`config.mk`:
```
export PLATFORM = sky130hd
export DESIGN_NAME = wb_port_arbiter
export DESIGN_NICKNAME = d
export VERILOG_FILES = /design/src/rtl/wb_port_arbiter_pkg.sv /design/src/rtl/wb_result_fifo.sv /design/src/rtl/wb_port_arbiter.sv
export SDC_FILE = /design/constraint.sdc
export NUM_CORES = 1
export LEC_CHECK = 0
export BUFFER_PORTS_ARGS = -buffer_cell sky130_fd_sc_hd__buf_2
export CAP_MARGIN = 20
export CORE_MARGIN = 2
export CORE_UTILIZATION = 33
export DETAILED_ROUTE_END_ITERATION = 16
export PLACE_DENSITY_LB_ADDON = 0.25
export SETUP_SLACK_MARGIN = 0.15
export SYNTH_ARGS = -nofsm -noshare
export SYNTH_HDL_FRONTEND = slang
export SYNTH_SLANG_ARGS = --single-unit
```
`constraint.sdc`:
```
create_clock -name clk -period 3.5 [get_ports clk]
set_clock_uncertainty 0.15 [all_clocks]
set_input_delay 0 -clock clk [delete_from_list [all_inputs] [get_ports clk]]
set_output_delay 0 -clock clk [all_outputs]
set_load 0.05 [all_outputs]
```
`src/rtl/wb_port_arbiter_pkg.sv`:
```
// Shared widths and types for the register-file write-port arbiter.
// Holds the RF address width and XLEN beside the grant encoding.
package wb_port_arbiter_pkg;

  localparam int RF_AW = 5;
  localparam int XLEN  = 32;

  typedef struct packed {
    logic [RF_AW-1:0] rd;
    logic [XLEN-1:0]  data;
  } wb_res_t;

  typedef enum logic [1:0] {
    GNT_NONE,
    GNT_WB,
    GNT_FIFO,
    GNT_LU
  } gnt_e;

endpackage

```
`src/rtl/wb_result_fifo.sv`:
```
// DEPTH x 37-bit result FIFO for long-latency unit write-backs.
// Caller never pushes when full nor pops when empty.
module wb_result_fifo
  import wb_port_arbiter_pkg::*;
#(
  parameter int DEPTH = 2
) (
  input  logic                   clk,
  input  logic                   rst,
  input  logic                   i_push,
  input  wb_res_t                i_data,
  input  logic                   i_pop,
  output wb_res_t                o_head,
  output logic                   o_full,
  output logic                   o_empty,
  output logic [$clog2(DEPTH):0] o_count
);

  localparam int AW = $clog2(DEPTH);
  localparam logic [AW:0] FULL_CNT = DEPTH[AW:0];

  wb_res_t       r_mem [DEPTH];
  logic [AW-1:0] r_wp;
  logic [AW-1:0] r_rp;
  logic [AW:0]   r_count;

  always_ff @(posedge clk) begin
    if (i_push) r_mem[r_wp] <= i_data;
  end

  // Power-of-two depth lets the pointers wrap naturally.
  always_ff @(posedge clk or posedge rst) begin
    if (rst) begin
      r_wp    <= '0;
      r_rp    <= '0;
      r_count <= '0;
    end else begin
      if (i_push) r_wp <= r_wp + 1'b1;
      if (i_pop)  r_rp <= r_rp + 1'b1;
      if (i_push && !i_pop)
        r_count <= r_count + 1'b1;
      else if (!i_push && i_pop)
        r_count <= r_count - 1'b1;
    end
  end

  assign o_head  = r_mem[r_rp];
  assign o_full  = (r_count == FULL_CNT);
  assign o_empty = (r_count == '0);
  assign o_count = r_count;

endmodule

```
`src/rtl/wb_port_arbiter.sv`:
```
// Shares the RF write port between WB and buffered long-unit results.
// Build option: WB_ARB_BYPASS_EN writes an idle-port LU result directly.
module wb_port_arbiter
  import wb_port_arbiter_pkg::*;
#(
  parameter int DEPTH        = 2,
  parameter int STARVE_LIMIT = 4
) (
  input  logic                   clk,
  input  logic                   rst,
  input  logic                   wb_we,
  input  logic [4:0]             wb_rd,
  input  logic [31:0]            wb_data,
  input  logic                   lu_valid,
  input  logic [4:0]             lu_rd,
  input  logic [31:0]            lu_data,
  output logic                   lu_ready,
  output logic                   stall_wb,
  output logic                   rf_we,
  output logic [4:0]             rf_rd,
  output logic [31:0]            rf_wd,
  output logic [$clog2(DEPTH):0] lu_pending
);

  localparam int SW = $clog2(STARVE_LIMIT + 1);
  localparam logic [SW-1:0] STARVE_MAX = STARVE_LIMIT[SW-1:0];

  wb_res_t       w_head;
  wb_res_t       w_lu;
  wb_res_t       w_wb;
  wb_res_t       w_sel;
  logic          w_full;
  logic          w_empty;
  logic          w_push;
  logic          w_pop;
  logic          w_starved;
  gnt_e          w_gnt;
  logic [SW-1:0] r_starve;
  logic          r_rf_we;
  logic [4:0]    r_rf_rd;
  logic [31:0]   r_rf_wd;

  assign w_lu      = '{rd: lu_rd, data: lu_data};
  assign w_wb      = '{rd: wb_rd, data: wb_data};
  assign w_starved = (r_starve == STARVE_MAX);

  always_comb begin
    w_gnt = GNT_NONE;
    if (!w_empty && (!wb_we || w_full || w_starved))
      w_gnt = GNT_FIFO;
    else if (wb_we)
      w_gnt = GNT_WB;
`ifdef WB_ARB_BYPASS_EN
    else if (lu_valid && w_empty)
      w_gnt = GNT_LU;
`endif
  end

  always_comb begin
    w_sel = w_wb;
    unique case (w_gnt)
      GNT_FIFO: w_sel = w_head;
      GNT_LU:   w_sel = w_lu;
      GNT_WB:   w_sel = w_wb;
      GNT_NONE: w_sel = w_wb;
    endcase
  end

  // No pop bypass: a full FIFO refuses a push even while popping.
  assign w_pop    = (w_gnt == GNT_FIFO);
  assign w_push   = lu_valid && !w_full && (w_gnt != GNT_LU);
  assign lu_ready = !w_full;
  assign stall_wb = wb_we && w_pop;

  wb_result_fifo #(.DEPTH(DEPTH)) u_fifo (
    .clk     (clk),
    .rst     (rst),
    .i_push  (w_push),
    .i_data  (w_lu),
    .i_pop   (w_pop),
    .o_head  (w_head),
    .o_full  (w_full),
    .o_empty (w_empty),
    .o_count (lu_pending)
  );

  always_ff @(posedge clk or posedge rst) begin
    if (rst) begin
      r_rf_we  <= 1'b0;
      r_rf_rd  <= '0;
      r_rf_wd  <= '0;
      r_starve <= '0;
    end else begin
      r_rf_we <= 1'b0;
      if (w_gnt != GNT_NONE) begin
        r_rf_we <= |w_sel.rd;
        r_rf_rd <= w_sel.rd;
        r_rf_wd <= w_sel.data;
      end
      if (w_empty || w_pop)
        r_starve <= '0;
      else if (w_gnt == GNT_WB && !w_starved)
        r_starve <= r_starve + 1'b1;
    end
  end

  assign rf_we = r_rf_we;
  assign rf_rd = r_rf_rd;
  assign rf_wd = r_rf_wd;

endmodule

```
After elaboration in Yosys (flattened, before gate mapping)
Memories as Yosys holds them, arrays and structs flattened.
Index checks and enable logic that the tools add are counted.
Word-level totals
  logic and storage cells: 52
  memories kept: 1
  output and inout port bits: 42
  flip-flop bits (word level): 45
  memory bits (writable): 74
  input port bits: 78
Cells by class
  multiplexer cells: 10
  equal/unequal tests: 6
  $add $sub $neg: 5
  reduce and logical (&&, ||, !) cells: 23
Memory list
  u_fifo.r_mem: depth 2, bits a word 37, rd ports 1, clocked after memory_dff 0, write ports 1, RTL line wb_result_fifo.sv:22  | wb_res_t r_mem [DEPTH];
Operators by type and width (number)
  37-bit one-hot mux with 3 select lines: 1
  1-bit logical AND: 7
  2-bit equality test, second input constant: 3
  1-bit logical NOT: 6
  2-bit 2-to-1 mux: 3
  3-bit 2-to-1 mux: 2
  2-bit nonzero test: 3
  5-bit OR reduction: 1
  2-bit logical NOT: 2
  1-bit 2-to-1 mux: 4
  3-bit by 1-bit adder with 3-bit output, second input constant: 1
  3-bit equality test, second input constant: 1
  1-bit logical OR: 3
  1-bit adder, second input constant: 2
  2-bit by 1-bit adder with 2-bit output, second input constant: 1
  2-bit by 1-bit equality test with 1-bit output, second input constant: 1
  2-bit inequality test, second input constant: 1
  2-bit OR reduction: 1
  2-bit by 1-bit subtractor with 2-bit output, second input constant: 1

Logic depth before layout (Yosys ltp)
  depth in word-level cells: 11
  depth in mapped cells: 10
  depth with buffers taken out: 9

Modules after synthesis
From an unflattened synthesis, not the netlist that was laid out.
Unflattened totals
  cells, all modules: 280
  area, all modules: 5187.5 sq um
Modules (own cells, without submodules)
  wb_result_fifo: instances 1, area an instance 2942.8 sq um, cells each 132
  wb_port_arbiter: instances 1, area an instance 2244.7 sq um, cells each 148

Worst setup path after synthesis
Ideal clock, no wire load.
  path type: register to register
  start: register u_fifo.r_count[0], in the netlist u_fifo.o_count[0]
  end: memory u_fifo.r_mem[0][0] in the netlist's numbering, enable pin
  setup time: 0.431 ns
  slack: 0.166 ns
  required time: 2.919 ns
  stages on the path, launching flop included: 5
  arrival time: 2.753 ns
  clock period less this slack: 3.334 ns
  cell sequence: dfrtp_1 > buf_6 > or2b_4 > nand2_1 > nor2_1
RTL lines
  start, declared: RTL line wb_result_fifo.sv:25  | logic [AW:0] r_count;
  start signal, assigned: RTL line wb_result_fifo.sv:41  | r_count <= r_count + 1'b1;
  start signal, assigned: RTL line wb_result_fifo.sv:43  | r_count <= r_count - 1'b1;
  2-bit equality test: RTL line wb_result_fifo.sv:48  | assign o_full = (r_count == FULL_CNT);
  1-bit logical NOT
  named net lu_ready: RTL line wb_port_arbiter.sv:17  | output logic lu_ready,
  1-bit logical AND (2 in series): RTL line wb_port_arbiter.sv:71  | assign w_push = lu_valid && !w_full && (w_gnt != GNT_LU);
  1-bit 2-to-1 mux: RTL line wb_result_fifo.sv:28  | if (i_push) r_mem[r_wp] <= i_data;
  1-bit 2-to-1 mux (not written as such): RTL line wb_result_fifo.sv:28
  end, declared: RTL line wb_result_fifo.sv:22
The timed path passes the listed nets, and every way through them passes these cells.

Worst setup path after layout
  start: register r_starve[0]
  end: register r_rf_we, in the netlist rf_we
On the way
  longest elaborated chain between the ends: 9
Ends and longest elaborated chain
  start, declared: RTL line wb_port_arbiter.sv:38  | logic [SW-1:0] r_starve;
  start signal, assigned: RTL line wb_port_arbiter.sv:103  | r_starve <= r_starve + 1'b1;
  3-bit equality test (*): RTL line wb_port_arbiter.sv:45  | assign w_starved = (r_starve == STARVE_MAX);
  1-bit logical OR (*): RTL line wb_port_arbiter.sv:49  | if (!w_empty && (!wb_we || w_full || w_starved))
  1-bit logical AND (*): RTL line wb_port_arbiter.sv:49
  2-bit 2-to-1 mux (*): RTL line wb_port_arbiter.sv:49
  2-bit by 1-bit equality test with 1-bit output / 2-bit logical NOT (equally long branches): RTL line wb_port_arbiter.sv:61  | unique case (w_gnt)
  2-bit OR reduction (no line)
  37-bit one-hot mux with 3 select lines: RTL line wb_port_arbiter.sv:61
  5-bit OR reduction: RTL line wb_port_arbiter.sv:96  | r_rf_we <= |w_sel.rd;
  1-bit 2-to-1 mux (*): RTL line wb_port_arbiter.sv:95  | if (w_gnt != GNT_NONE) begin
  end signal, assigned: RTL line wb_port_arbiter.sv:96
  end, declared: RTL line wb_port_arbiter.sv:39  | logic r_rf_we;
Mark *: on every way between the ends. The rest lies on a longest branch, timed or not.
A chain may end at the register's enable or synchronous reset.

==> impl_metrics.env <==
export IMPL_status="complete, no violations"
export IMPL_irDropWorstVdd_mv=0.3884
export IMPL_numClockSinks=119
export IMPL_cts_buffer_depth=2
export IMPL_dr_total_vias=3122
export IMPL_max_stage_delay_ps=550
export IMPL_die_area_sq_mm=0.01513
export IMPL_critPathMaxFanout=25
export IMPL_yosysWarnings=0
export IMPL_yosysSeqAreaShare=0.7167
export IMPL_htreeDepth=4
export IMPL_ys_async_sr_fraction=0.3782
export IMPL_antenna_cells=0
export IMPL_critPathArrivalTime_ps=2920
export IMPL_grt_pass1_vias=3217
export IMPL_clockRootBuffer="clkbuf_16"
export IMPL_cts_tree="yes"
export IMPL_endpoint_kind="flip-flop"
export IMPL_final_antenna_net_count=0
export IMPL_initialDrtViolationCount=101
export IMPL_cp_buffers_inverters=3
export IMPL_start_kind="flip-flop"
export IMPL_grt_max_degree=46
export IMPL_cts_buffers=17
export IMPL_dieWidth_um=123.0
export IMPL_tns_ps=0
export IMPL_crit_required_ps=3630
export IMPL_netlist_area_sq_mm=0.004672
export IMPL_fmax_mhz=358.6
export IMPL_drtPass1Iterations=4
export IMPL_grt_ovfl_total=0
export IMPL_cp_cell_sequence="inv_1 -> ha_1 -> and2_1 -> o22a_2 -> buf_4 -> o211ai_1 -> o311a_1 -> dlygate4sd3_1"
export IMPL_maxCapViolCount=0
export IMPL_synth_avg_cell_area_sq_um=16.45
export IMPL_yosysUniqueCellTypes=35
export IMPL_power_leakage_nw=2.751
export IMPL_slowest_stage="dlygate4sd3_1"
export IMPL_postSynthCellCount=284
export IMPL_post_cts_resized=0
export IMPL_layout_area_overhead_vs_synth_pct=44.80
export IMPL_path_class="flip-flop to flip-flop"
export IMPL_via_per_inst=4.584
export IMPL_yosys_top_cells_area="edfxtp_1, dfrtp_1, mux2i_1, o22ai_2, a21oi_1"
export IMPL_layout_nets=569
export IMPL_critPathTopFamily="buffers and inverters"
export IMPL_row_count=43
export IMPL_drcViolationCount=0
export IMPL_ios=120
export IMPL_track_usage=0.1451
export IMPL_fin_crit_sh=0.7968
export IMPL_die_y_um=123.0
export IMPL_setup_violations_final=0
export IMPL_synth_top_cell_area_share=0.4756
export IMPL_post_route_min_period_ps=2789
export IMPL_clk_transition_reported_paths_ps=50
export IMPL_postRouteWirelength_mm=10.27
export IMPL_finalMaxSlewViolations=0
export IMPL_core_sq_mm=0.01388
export IMPL_drive_gt1_frac=0.3693
export IMPL_initial_utilization=0.3366
export IMPL_wl_per_cell_um=15.08
export IMPL_antenna_found_initial=0
export IMPL_hold_violations=0
export IMPL_post_dp_hpwl_mm=6.165
export IMPL_hold_slack_ps=172.9
export IMPL_yosysTopAreaCell="edfxtp_1"
export IMPL_totalPowerFinal_mw=6.233
export IMPL_grt_setup_unrepaired="false"
export IMPL_io_buffers=119
export IMPL_clk_latency_ps=400
export IMPL_maxSlewHeadroom=0.3906
export IMPL_ys_flop_type="edfxtp_1"
export IMPL_grt_pass1_wl_mm=16.14
export IMPL_synth_commonest_cells="edfxtp_1, dfrtp_1, mux2i_1"
export IMPL_place_congestion=0.7163
export IMPL_synth_most_common_cell="edfxtp_1"
export IMPL_synth_seq_cells=119
export IMPL_synth_nets=365
export IMPL_hold_class="primary input to flip-flop"
export IMPL_worstMarginPinSlew_ps=914.1
export IMPL_p_per_area_mw_per_mm2=921.3
export IMPL_synth_edf_count=74
-- final cells by class --
cell class                 count  area, sq um
tap                          180        225.2
inverter                       5        18.77
fill                        1235         7116
clock buffer                  18        439.2
clock inverter                14        127.6
multi-input combinational    143         1176
sequential                   119         3349
timing repair buffer         202         1429
-- cells in the final DEF (no fill, tap or decap), types with 2 or more instances in the layout --
| cell | Yosys | routed |
|---|---|---|
| nand2_1 | 3 | 3 |
| a21oi_2 | 2 | 2 |
| o22ai_1 | 17 | 17 |
| o22ai_2 | 19 | 19 |
| clkinv_2 | 0 | 3 |
| a21oi_1 | 34 | 34 |
| xor2_1 | 2 | 2 |
| mux2i_1 | 37 | 37 |
| clkinv_4 | 0 | 4 |
| clkinvlp_4 | 0 | 4 |
| dlygate4sd3_1 | 0 | 79 |
| inv_1 | 5 | 4 |
| and2_1 | 2 | 2 |
| dfrtp_1 | 45 | 44 |
| buf_4 | 0 | 3 |
| inv_6 | 0 | 2 |
| ha_1 | 3 | 3 |
| buf_2 | 6 | 119 |
| clkbuf_16 | 0 | 17 |
| xnor2_1 | 3 | 3 |
| nor2_1 | 4 | 3 |
| edfxtp_1 | 74 | 74 |
-- per-layer routing --
metal / global-route usage / share of wire
met5: 0 / 0
met4: 0.06534 / 0.023
met3: 0.04105 / 0.046
met2: 0.2455 / 0.51
met1: 0.1717 / 0.43
-- kinds of logic after synthesis --
family          synth area share
xor+xnor                0.009375
compound gates            0.1248
mux                      0.07927
buf+inv                  0.03374
fa+ha+maj               0.008035
flops                     0.7167
simple gates             0.02812
-- registers in the layout, indices dropped and copies added (netlist names) --
register,cells
u_fifo.r_mem,74
rf_wd,32
rf_rd,5
r_starve,3
u_fifo.o_count,2
rf_we,1
u_fifo.r_rp,1
u_fifo.r_wp,1
-- what timing repair did --
item / CTS / global route
hold endpoints to repair: 161 / 11
hold buffers: 78 / 1
setup endpoints to repair: 0 / 0
setup buffers: 0 / 0
-- where the power goes --
group / total [mW] / leakage, nW / internal (mW) / switching (mW)
clock: 1.61 / 0.269 / 0.997 / 0.618
sequential: 2.27 / 1.20 / 1.99 / 0.275
combinational: 2.35 / 1.28 / 0.716 / 1.63
total: 6.23 / 2.75 / 3.71 / 2.53
-- worst register-to-register path: stages, from the launching register on --
cell and delay [ps]:
dfrtp_1 400, inv_1 70, ha_1 180, and2_1 180, o22a_2 540, buf_4 340
o211ai_1 120, o311a_1 130, dlygate4sd3_1 550
-- per-stage QoR --
| stage | worst slack [ps] | area [sq um] | utilization | instances |
|---|---|---|---|---|
| 3_3_place_gp | 1234 | 5388 | 0.3881 | 569 |
| 4_1_cts | 682.7 | 6735 | 0.4852 | 679 |
| 3_5_place_dp | 1103 | 5388 | 0.3881 | 569 |
| 5_1_grt | 516.0 | 6765 | 0.4874 | 681 |
| 2_1_floorplan | 165.9 | 4672 | - | 284 |
| 6_report | 711.4 | 6765 | 0.4874 | 681 |
-- worst paths after layout --
| check | endpoint | from | slack (ps) | cells past startpoint |
|---|---|---|---|---|
| worst min-delay path | u_fifo.r_mem[1][19] | lu_data[19] | 170 | 2 |
| min in group asynchronous | rf_wd[22] | rst | 530 | 4 |
| worst max register to register | rf_we | r_starve[0] | 710 | 8 |
| worst max-delay path | rf_we | r_starve[0] | 710 | 8 |
| worst min register to register | r_starve[0] | r_starve[0] | 360 | 1 |
| max in group asynchronous | u_fifo.r_rp | rst | 2160 | 5 |
Power figures use the tool's default switching activity.
